`config.mk`:
```
export PLATFORM = sky130hd
export DESIGN_NAME = instruction_prefetch_unit_flat
export DESIGN_NICKNAME = d
export VERILOG_FILES = /design/src/rtl/instruction_prefetch_unit_if.sv /design/src/rtl/instruction_prefetch_unit.sv /design/src/flat_wrapper.sv
export SDC_FILE = /design/constraint.sdc
export NUM_CORES = 1
export LEC_CHECK = 0
export ABC_AREA = 0
export CAP_MARGIN = 20
export CORE_UTILIZATION = 62
export CTS_BUF_LIST = sky130_fd_sc_hd__clkbuf_4
export CTS_CLUSTER_SIZE = 24
export DETAILED_ROUTE_END_ITERATION = 16
export MAX_ROUTING_LAYER = met4
export PLACE_DENSITY = 0.87
export SLEW_MARGIN = 20
export SYNTH_ARGS = -nofsm -noshare
export SYNTH_HDL_FRONTEND = slang
export SYNTH_SLANG_ARGS = --single-unit
```
`constraint.sdc`:
```
create_clock -name clk -period 6.5 [get_ports clk]
set_clock_uncertainty 0.2 [all_clocks]
set_input_delay 1.95 -clock clk [delete_from_list [all_inputs] [get_ports clk]]
set_output_delay 1.95 -clock clk [all_outputs]
set_load 0.05 [all_outputs]
```
`src/rtl/instruction_prefetch_unit_if.sv`:
```
// Bus bundle for the instruction prefetch unit: the instruction-ROM read port
// and the valid/ready instruction stream towards decode.
// master = prefetch unit side, slave = ROM + decode side.
interface instruction_prefetch_unit_if #(
    parameter int ADDR_W = 10
);
    // ROM read port
    logic [ADDR_W-1:0] rom_address;
    logic              rom_chipselect;
    logic              rom_clken;
    logic              rom_write;
    logic [3:0]        rom_byteenable;
    logic [31:0]       rom_readdata;

    // Decode handshake
    logic              instr_valid;
    logic              instr_ready;
    logic [31:0]       instr_data;
    logic [ADDR_W+1:0] instr_pc;

    modport master (
        output rom_address, rom_chipselect, rom_clken, rom_write, rom_byteenable,
        input  rom_readdata,
        output instr_valid, instr_data, instr_pc,
        input  instr_ready
    );

    modport slave (
        input  rom_address, rom_chipselect, rom_clken, rom_write, rom_byteenable,
        output rom_readdata,
        input  instr_valid, instr_data, instr_pc,
        output instr_ready
    );
endinterface

```
`src/rtl/instruction_prefetch_unit.sv`:
```
// Instruction prefetch unit: walks a word PC, issues reads to a 1-cycle-latency
// instruction ROM, buffers returned words with their PC in a small FIFO and
// hands them to decode over valid/ready. A redirect pulse flushes everything
// and restarts fetching at the new target.
// Optional build macro PREFETCH_STATS_EN adds stat_fetch_cnt / stat_flush_cnt.
module instruction_prefetch_unit #(
    parameter int          ADDR_W   = 10,
    parameter int          DEPTH    = 4,
    parameter logic [31:0] RESET_PC = 32'h0
) (
    input  logic                clk,
    input  logic                reset_n,
    input  logic                fetch_en,
    input  logic                redirect_valid,
    input  logic [ADDR_W+1:0]   redirect_pc,
    instruction_prefetch_unit_if.master bus
`ifdef PREFETCH_STATS_EN
    ,
    output logic [31:0]         stat_fetch_cnt,
    output logic [15:0]         stat_flush_cnt
`endif
);
    localparam int PTR_W = (DEPTH > 1) ? $clog2(DEPTH) : 1;
    localparam int CNT_W = PTR_W + 1;
    localparam int OCC_W = CNT_W + 1;
    localparam logic [ADDR_W-1:0] RESET_WORD = RESET_PC[ADDR_W+1:2];

    // Read pipeline: cs_reg/addr_reg is the read presented to the ROM this
    // cycle; ret_valid/ret_pc is the read whose data is on rom_readdata now.
    logic [ADDR_W-1:0] fetch_ptr;
    logic [ADDR_W-1:0] addr_reg;
    logic              cs_reg;
    logic              clken_reg;
    logic              ret_valid;
    logic [ADDR_W-1:0] ret_pc;

    // Prefetch FIFO
    logic [31:0]       mem_data [DEPTH];
    logic [ADDR_W-1:0] mem_pc   [DEPTH];
    logic [PTR_W-1:0]  wr_ptr;
    logic [PTR_W-1:0]  rd_ptr;
    logic [CNT_W-1:0]  count;

    logic [ADDR_W-1:0] redirect_word;
    logic [OCC_W-1:0]  occupancy;
    logic              can_issue;
    logic              issue;
    logic              push;
    logic              pop;
    logic [PTR_W-1:0]  out_idx;
    logic              unused_pc_bits;

    assign unused_pc_bits = ^redirect_pc[1:0];

    // Credit check counts both reads still in the ROM pipe, so the FIFO can never overflow
    always_comb begin
        redirect_word = redirect_pc[ADDR_W+1:2];
        occupancy     = {1'b0, count} + OCC_W'(cs_reg) + OCC_W'(ret_valid);
        can_issue     = fetch_en && (occupancy < OCC_W'(DEPTH));
        issue         = redirect_valid ? fetch_en : can_issue;
        push          = ret_valid && !redirect_valid;
        pop           = (count != '0) && bus.instr_ready && !redirect_valid;
        // When empty, show the most recently written slot so outputs hold still
        out_idx       = (count == '0) ? rd_ptr - PTR_W'(1) : rd_ptr;
    end

    // Fetch pointer, ROM strobe pipeline and FIFO bookkeeping; redirect overrides all
    always_ff @(posedge clk or negedge reset_n) begin
        if (!reset_n) begin
            fetch_ptr <= RESET_WORD;
            addr_reg  <= '0;
            cs_reg    <= 1'b0;
            clken_reg <= 1'b0;
            ret_valid <= 1'b0;
            ret_pc    <= '0;
            wr_ptr    <= '0;
            rd_ptr    <= '0;
            count     <= '0;
        end else begin
            clken_reg <= 1'b1;
            // A read presented during a redirect belongs to the old stream: drop it
            ret_valid <= cs_reg && !redirect_valid;
            ret_pc    <= addr_reg;
            cs_reg    <= issue;
            if (redirect_valid) begin
                // Target is fetched straight away so its word reaches decode 3 cycles later
                addr_reg  <= redirect_word;
                fetch_ptr <= fetch_en ? redirect_word + ADDR_W'(1) : redirect_word;
                rd_ptr    <= wr_ptr;
                count     <= '0;
            end else begin
                if (can_issue) begin
                    addr_reg  <= fetch_ptr;
                    fetch_ptr <= fetch_ptr + ADDR_W'(1);
                end
                if (push) begin
                    wr_ptr <= wr_ptr + PTR_W'(1);
                end
                if (pop) begin
                    rd_ptr <= rd_ptr + PTR_W'(1);
                end
                count <= count + CNT_W'(push) - CNT_W'(pop);
            end
        end
    end

    // FIFO storage, one register slot per entry
    generate
        for (genvar gi = 0; gi < DEPTH; gi++) begin : g_slot
            // Capture the returning ROM word and its PC into the slot being written
            always_ff @(posedge clk or negedge reset_n) begin
                if (!reset_n) begin
                    mem_data[gi] <= '0;
                    mem_pc[gi]   <= '0;
                end else if (push && (wr_ptr == PTR_W'(gi))) begin
                    mem_data[gi] <= bus.rom_readdata;
                    mem_pc[gi]   <= ret_pc;
                end
            end
        end
    endgenerate

    assign bus.rom_address    = addr_reg;
    assign bus.rom_chipselect = cs_reg;
    assign bus.rom_clken      = clken_reg;
    assign bus.rom_write      = 1'b0;
    assign bus.rom_byteenable = 4'hF;
    assign bus.instr_valid    = (count != '0);
    assign bus.instr_data     = mem_data[out_idx];
    assign bus.instr_pc       = {mem_pc[out_idx], 2'b00};

`ifdef PREFETCH_STATS_EN
    // Wrapping event counters: issued ROM reads and redirect flushes
    always_ff @(posedge clk or negedge reset_n) begin
        if (!reset_n) begin
            stat_fetch_cnt <= '0;
            stat_flush_cnt <= '0;
        end else begin
            if (issue) begin
                stat_fetch_cnt <= stat_fetch_cnt + 32'd1;
            end
            if (redirect_valid) begin
                stat_flush_cnt <= stat_flush_cnt + 16'd1;
            end
        end
    end
`endif

endmodule

```
`src/flat_wrapper.sv`:
```
// flat-port wrapper written by rule: the top's interface ports become plain ports
module instruction_prefetch_unit_flat 
#(
    parameter int          ADDR_W   = 10,
    parameter int          DEPTH    = 4,
    parameter logic [31:0] RESET_PC = 32'h0
)
  (clk, reset_n, fetch_en, redirect_valid, redirect_pc, bus_rom_address, bus_rom_chipselect, bus_rom_clken, bus_rom_write, bus_rom_byteenable, bus_rom_readdata, bus_instr_valid, bus_instr_data, bus_instr_pc, bus_instr_ready);
  instruction_prefetch_unit_if #(.ADDR_W(ADDR_W)) bus_i ();
  input  logic clk;
  input  logic reset_n;
  input  logic fetch_en;
  input  logic redirect_valid;
  input  logic [ADDR_W+1:0] redirect_pc;
  output wire logic [$bits(bus_i.rom_address)-1:0] bus_rom_address;
  output wire logic [$bits(bus_i.rom_chipselect)-1:0] bus_rom_chipselect;
  output wire logic [$bits(bus_i.rom_clken)-1:0] bus_rom_clken;
  output wire logic [$bits(bus_i.rom_write)-1:0] bus_rom_write;
  output wire logic [$bits(bus_i.rom_byteenable)-1:0] bus_rom_byteenable;
  input wire logic [$bits(bus_i.rom_readdata)-1:0] bus_rom_readdata;
  output wire logic [$bits(bus_i.instr_valid)-1:0] bus_instr_valid;
  output wire logic [$bits(bus_i.instr_data)-1:0] bus_instr_data;
  output wire logic [$bits(bus_i.instr_pc)-1:0] bus_instr_pc;
  input wire logic [$bits(bus_i.instr_ready)-1:0] bus_instr_ready;
  assign bus_rom_address = bus_i.rom_address;
  assign bus_rom_chipselect = bus_i.rom_chipselect;
  assign bus_rom_clken = bus_i.rom_clken;
  assign bus_rom_write = bus_i.rom_write;
  assign bus_rom_byteenable = bus_i.rom_byteenable;
  assign bus_i.rom_readdata = bus_rom_readdata;
  assign bus_instr_valid = bus_i.instr_valid;
  assign bus_instr_data = bus_i.instr_data;
  assign bus_instr_pc = bus_i.instr_pc;
  assign bus_i.instr_ready = bus_instr_ready;
  instruction_prefetch_unit #(.ADDR_W(ADDR_W), .DEPTH(DEPTH), .RESET_PC(RESET_PC)) u_core (.clk(clk), .reset_n(reset_n), .fetch_en(fetch_en), .redirect_valid(redirect_valid), .redirect_pc(redirect_pc), .bus(bus_i));
endmodule
```
Word level (Yosys, flattened, before mapping)
Cells that the tools add are included.

word-level totals
  register bits = 208
  bits of input ports = 49
  output and inout bits = 62

operators by class
  $add $sub $neg = 9
  $lt $le $gt $ge = 2
  equality and inequality tests = 3
  multiplexer cells = 16
  bitwise operators = 2
  reduce and logical (&&, ||, !) cells = 16

operator list
  cell                                                number
  2-to-1 mux 10 bit                                   7
  binary-select mux 32 bit (select 2 bit)             1
  2-to-1 mux 32 bit                                   2
  adder 10 x 1 -> 10 bit, second input constant       2
  binary-select mux 10 bit (select 2 bit)             1
  logical AND 1 bit                                   9
  2-to-1 mux 2 bit                                    3
  adder 2 x 1 -> 2 bit, second input constant         2
  adder 3 x 1 -> 4 bit                                1
  adder 4 x 1 -> 4 bit                                1
  == test 2 bit, second input constant                2
  < comparator 4 x 3 -> 1 bit, second input constant  1
  nonzero test 2 bit                                  2
  adder 3 x 1 -> 3 bit                                1
  >= comparator 3 bit, second input constant          1
  logical NOT 3 bit                                   1
  2-to-1 mux 3 bit                                    1
  NOT 2 -> 3 bit                                      1
  nonzero test 3 bit                                  1
  subtractor 3 x 1 -> 3 bit                           1
  == test 2 x 1 -> 1 bit, second input constant       1
  logical NOT 2 bit                                   1
  AND reduction 2 bit                                 1
  subtractor 2 x 1 -> 2 bit, second input constant    1
  3 further kinds                                     3

Depth between registers and ports, before layout
  word-level depth = 6
  mapped depth = 11
  gate-level depth less buffers = 10

Least setup slack after synthesis
No wires, ideal clock.

  path type = reg2out
  from = register u_core.count[1]
  to = output bus_instr_data[0]
  data arrival time = 2,107 ps
  data required time = 4,350 ps
  setup slack = 2,243 ps
  stages on the path, launching flop included = 6
  path through = dfrtp_1 or3_1 buf_6 xor2_4 buf_6 mux4_2

on the way
  cells in the longest elaborated chain, start to end = 6

RTL lines
  item                                                  RTL line                          RTL
  start, declared                                       instruction_prefetch_unit.sv:42   logic [CNT_W-1:0] count;
  start signal, assigned                                instruction_prefetch_unit.sv:102  count <= count + CNT_W'(push) - CNT_W'(pop);
  logical NOT 3 bit                                     instruction_prefetch_unit.sv:64   out_idx = (count == '0) ? rd_ptr - PTR_W'(1) : rd_ptr;
  2-to-1 mux 2 bit                                      instruction_prefetch_unit.sv:64
  NOT 2 -> 3 bit (implied by the code)                  instruction_prefetch_unit.sv:129  assign bus.instr_data = mem_data[out_idx];
  binary-select mux 32 bit (select 2 bit)               instruction_prefetch_unit.sv:129
  2-to-1 mux 32 bit (implied by the code) (2 in a row)  instruction_prefetch_unit.sv:129
  end, declared                                         flat_wrapper.sv:22                output wire logic [$bits(bus_i.instr_data)-1:0] bus_instr_data;

No other way between the ends. The select of a mux whose other input is x is not followed.

Worst setup path after layout
  from = register u_core.count[1]
  to = output bus_instr_data[31]

Same word-level chain as after synthesis.

==> run metrics <==
Rel. slew slack=43.0%; CTS max path bufs=3; # fillers=around 900; Post-synth EDFFs=0; Yosys cell types=37; Post-DP Area=0.0105 sq mm; sequential share of the synthesized area=55.8%; CTS Sinks=about 210; TritonCTS clock tree=done; Max Fclk=between 0.15 and 0.2 GHz; CP required=4.35 ns; area fraction in compound gates after synthesis=approximately 2.5%; first-pass GRT wire length=just over 30 mm; Nets=811; Vias=5596; postcts setup bufs=0; setup TNS=0 ns; area of the core=0.0146 sq mm; Synth top area share=approximately 56%; status=finished clean; Area Growth Syn to Fin=18.8%; simple-gate portion of the synthesized area=between 3 and 4%; largest family of logic cells by synthesized area=multiplexers; worst flop-to-flop path startpoint=u_core.count[1]; number of port buffers=101; die area=0.0155 sq mm; DR WL/cell=18.8 um; area of the multi-input gates=slightly below 0.004 sq mm; Die X=125 um; Reg2Reg Depth=10; Final Cell Area=0.0111 sq mm; area leader, netlist=dfrtp_1; RSZ-0062 raised after global routing=no; Final Max Tran Viols=0; post-synthesis adder-cell area fraction=1.56%; global route overflow=0; Most used DFF post-synth=dfrtp_1; Starting Density=63.9%; vias in the first global route=around 6300; Final WS setup=0.503 ns; dpl hpwl=11.3 mm; gr usage total=25.7%; register area=about 0.0052 sq mm; Post-Synth XOR/XNOR Area=under 10%; largest fanout on the critical path=32; initial antenna violation count=0; FF-to-FF End=u_core.count[2]; row cnt=44; Critical Path Source=u_core.count[1]; final wirelength=18.1 mm; Data arrival, critical path=3.85 ns; yosys warns=0; # IOs=around 110; Num CTS Buffers=53; via/cell ratio=~5.8; DRT antenna net count=0; Netlist Area Pre-Place=0.00932 sq mm; asr flop ratio synth=100%; Seq cells post-synth=roughly 210; # H-tree levels=2; Initial DRT Pass Iterations=4; root buf cell=clkbuf_4; synth top area cells=dfrtp_1 (56%), mux2_2 (20%), mux4_2 (9.9%); DIE HEIGHT=125 um; dpl ws=1.13 ns; critical path capture point type=output port; clock-pin slew on the worst setup and hold paths=around 0.060 ns; most common cell in the synthesized netlist=dfrtp_1; max-cap viol count=0; Synth Instances=between 600 and 700; hold slack final=0.203 ns; minimum clock period=6.00 ns; Synth top cells by count=dfrtp_1 (208), mux2_2 (168), mux4_2 (41); DRC=0; CP Launch Type=flop; Final period util=92.3%; largest net degree at the start of global routing=110; Starting DRT DRC Count=259; Clock Latency Late Sink=0.65 ns; Setup CP Type=flop to output port; R2R setup slack=3.83 ns; CP endpoint=bus_instr_data[31]; Hold Vio Cnt, Final=0; Least-Margin Pin Slew=0.855 ns; post-cts resize count=0; cts hold-fix bufs=0; Worst Hold Class=flop to flop; Synth Area per Inst=around 15 sq um; multiplexer area fraction after synthesis=a little under a third; share of post-route cells with drive strength above 1=39.7%; diode count=0; final setup fails=0; gpl congestion=0.838
[flip-flops by register name, summed over array words and instances, names as in the netlist]
signal / cells
u_core.bus.rom_address: 10
u_core.bus.rom_chipselect: 1
u_core.bus.rom_clken: 1
u_core.mem_data: 128
u_core.rd_ptr: 2
u_core.wr_ptr: 2
u_core.fetch_ptr: 10
u_core.mem_pc: 40
u_core.count: 3
u_core.ret_pc: 10
u_core.ret_valid: 1
[cell type report]
class	instances	area share (%)
clock buffer	81	5.49
clock inverter	2	0.0678
inverter	6	0.203
multi-input combinational	372	35.3
sequential	208	47.0
tap	184	2.08
timing repair buffer	110	9.89
[per-stage QoR]
stage / instances / util, %
floorplan: 628 / -
global route: 963 / 75.9
finish: 963 / 75.9
CTS: 963 / 75.9
detailed placement: 880 / 71.7
global placement: 880 / 71.7
[layout by cell type, fill, tap and decap left out, drive strengths merged, types with 9 or more instances in the layout]
cell             n
dfrtp          208
nand2           32
a21oi           28
mux4            42
buf              9
clkbuf          82
ha              10
mux2           168
nor2b           13
clkdlybuf4s50  100
xnor2           15
[logic make-up (layout without fill, tap and decap cells)]
logic type / Yosys count / after routing
flops: 208 / 208
simple gates: 73 / 73
other cells: 2 / 8
fa+ha+maj: 11 / 11
compound gates: 41 / 41
mux: 216 / 216
buf+inv: 48 / 199
xor+xnor: 23 / 23
[critical path, cell delays in order, from the launching register on]
cell and delay [ns]:
dfrtp_1 0.44, or3_1 0.55, nor2_2 0.20, xnor2_2 0.32
buf_4 0.56, mux4_2 0.30, clkdlybuf4s50_1 0.83
[worst min-delay path by stage]
stage	startpoint	end	slack (ns)	cells after the start
finish	u_core.bus.rom_address[5]	u_core.ret_pc[5]	0.20	0
global route	u_core.bus.rom_address[1]	u_core.ret_pc[1]	0.22	0
CTS	u_core.bus.rom_address[5]	u_core.ret_pc[5]	0.21	0
detailed placement	u_core.bus.rom_address[5]	u_core.ret_pc[5]	0.19	0
global placement	u_core.bus.rom_address[7]	u_core.ret_pc[7]	0.19	0
floorplan	u_core.mem_pc[19]	u_core.mem_pc[19]	0.27	1
[routing by layer]
| layer | routed length [um] | GRT usage, % |
|---|---|---|
| met1 | 7670 | 31.7 |
| met3 | 698 | 4.81 |
| met4 | 420 | 10.6 |
| met5 | 0 | - |
| met2 | 9310 | 42.2 |
Power is not shown: default switching activity piles up to over one toggle a cycle in this logic, so the estimate is an artifact.
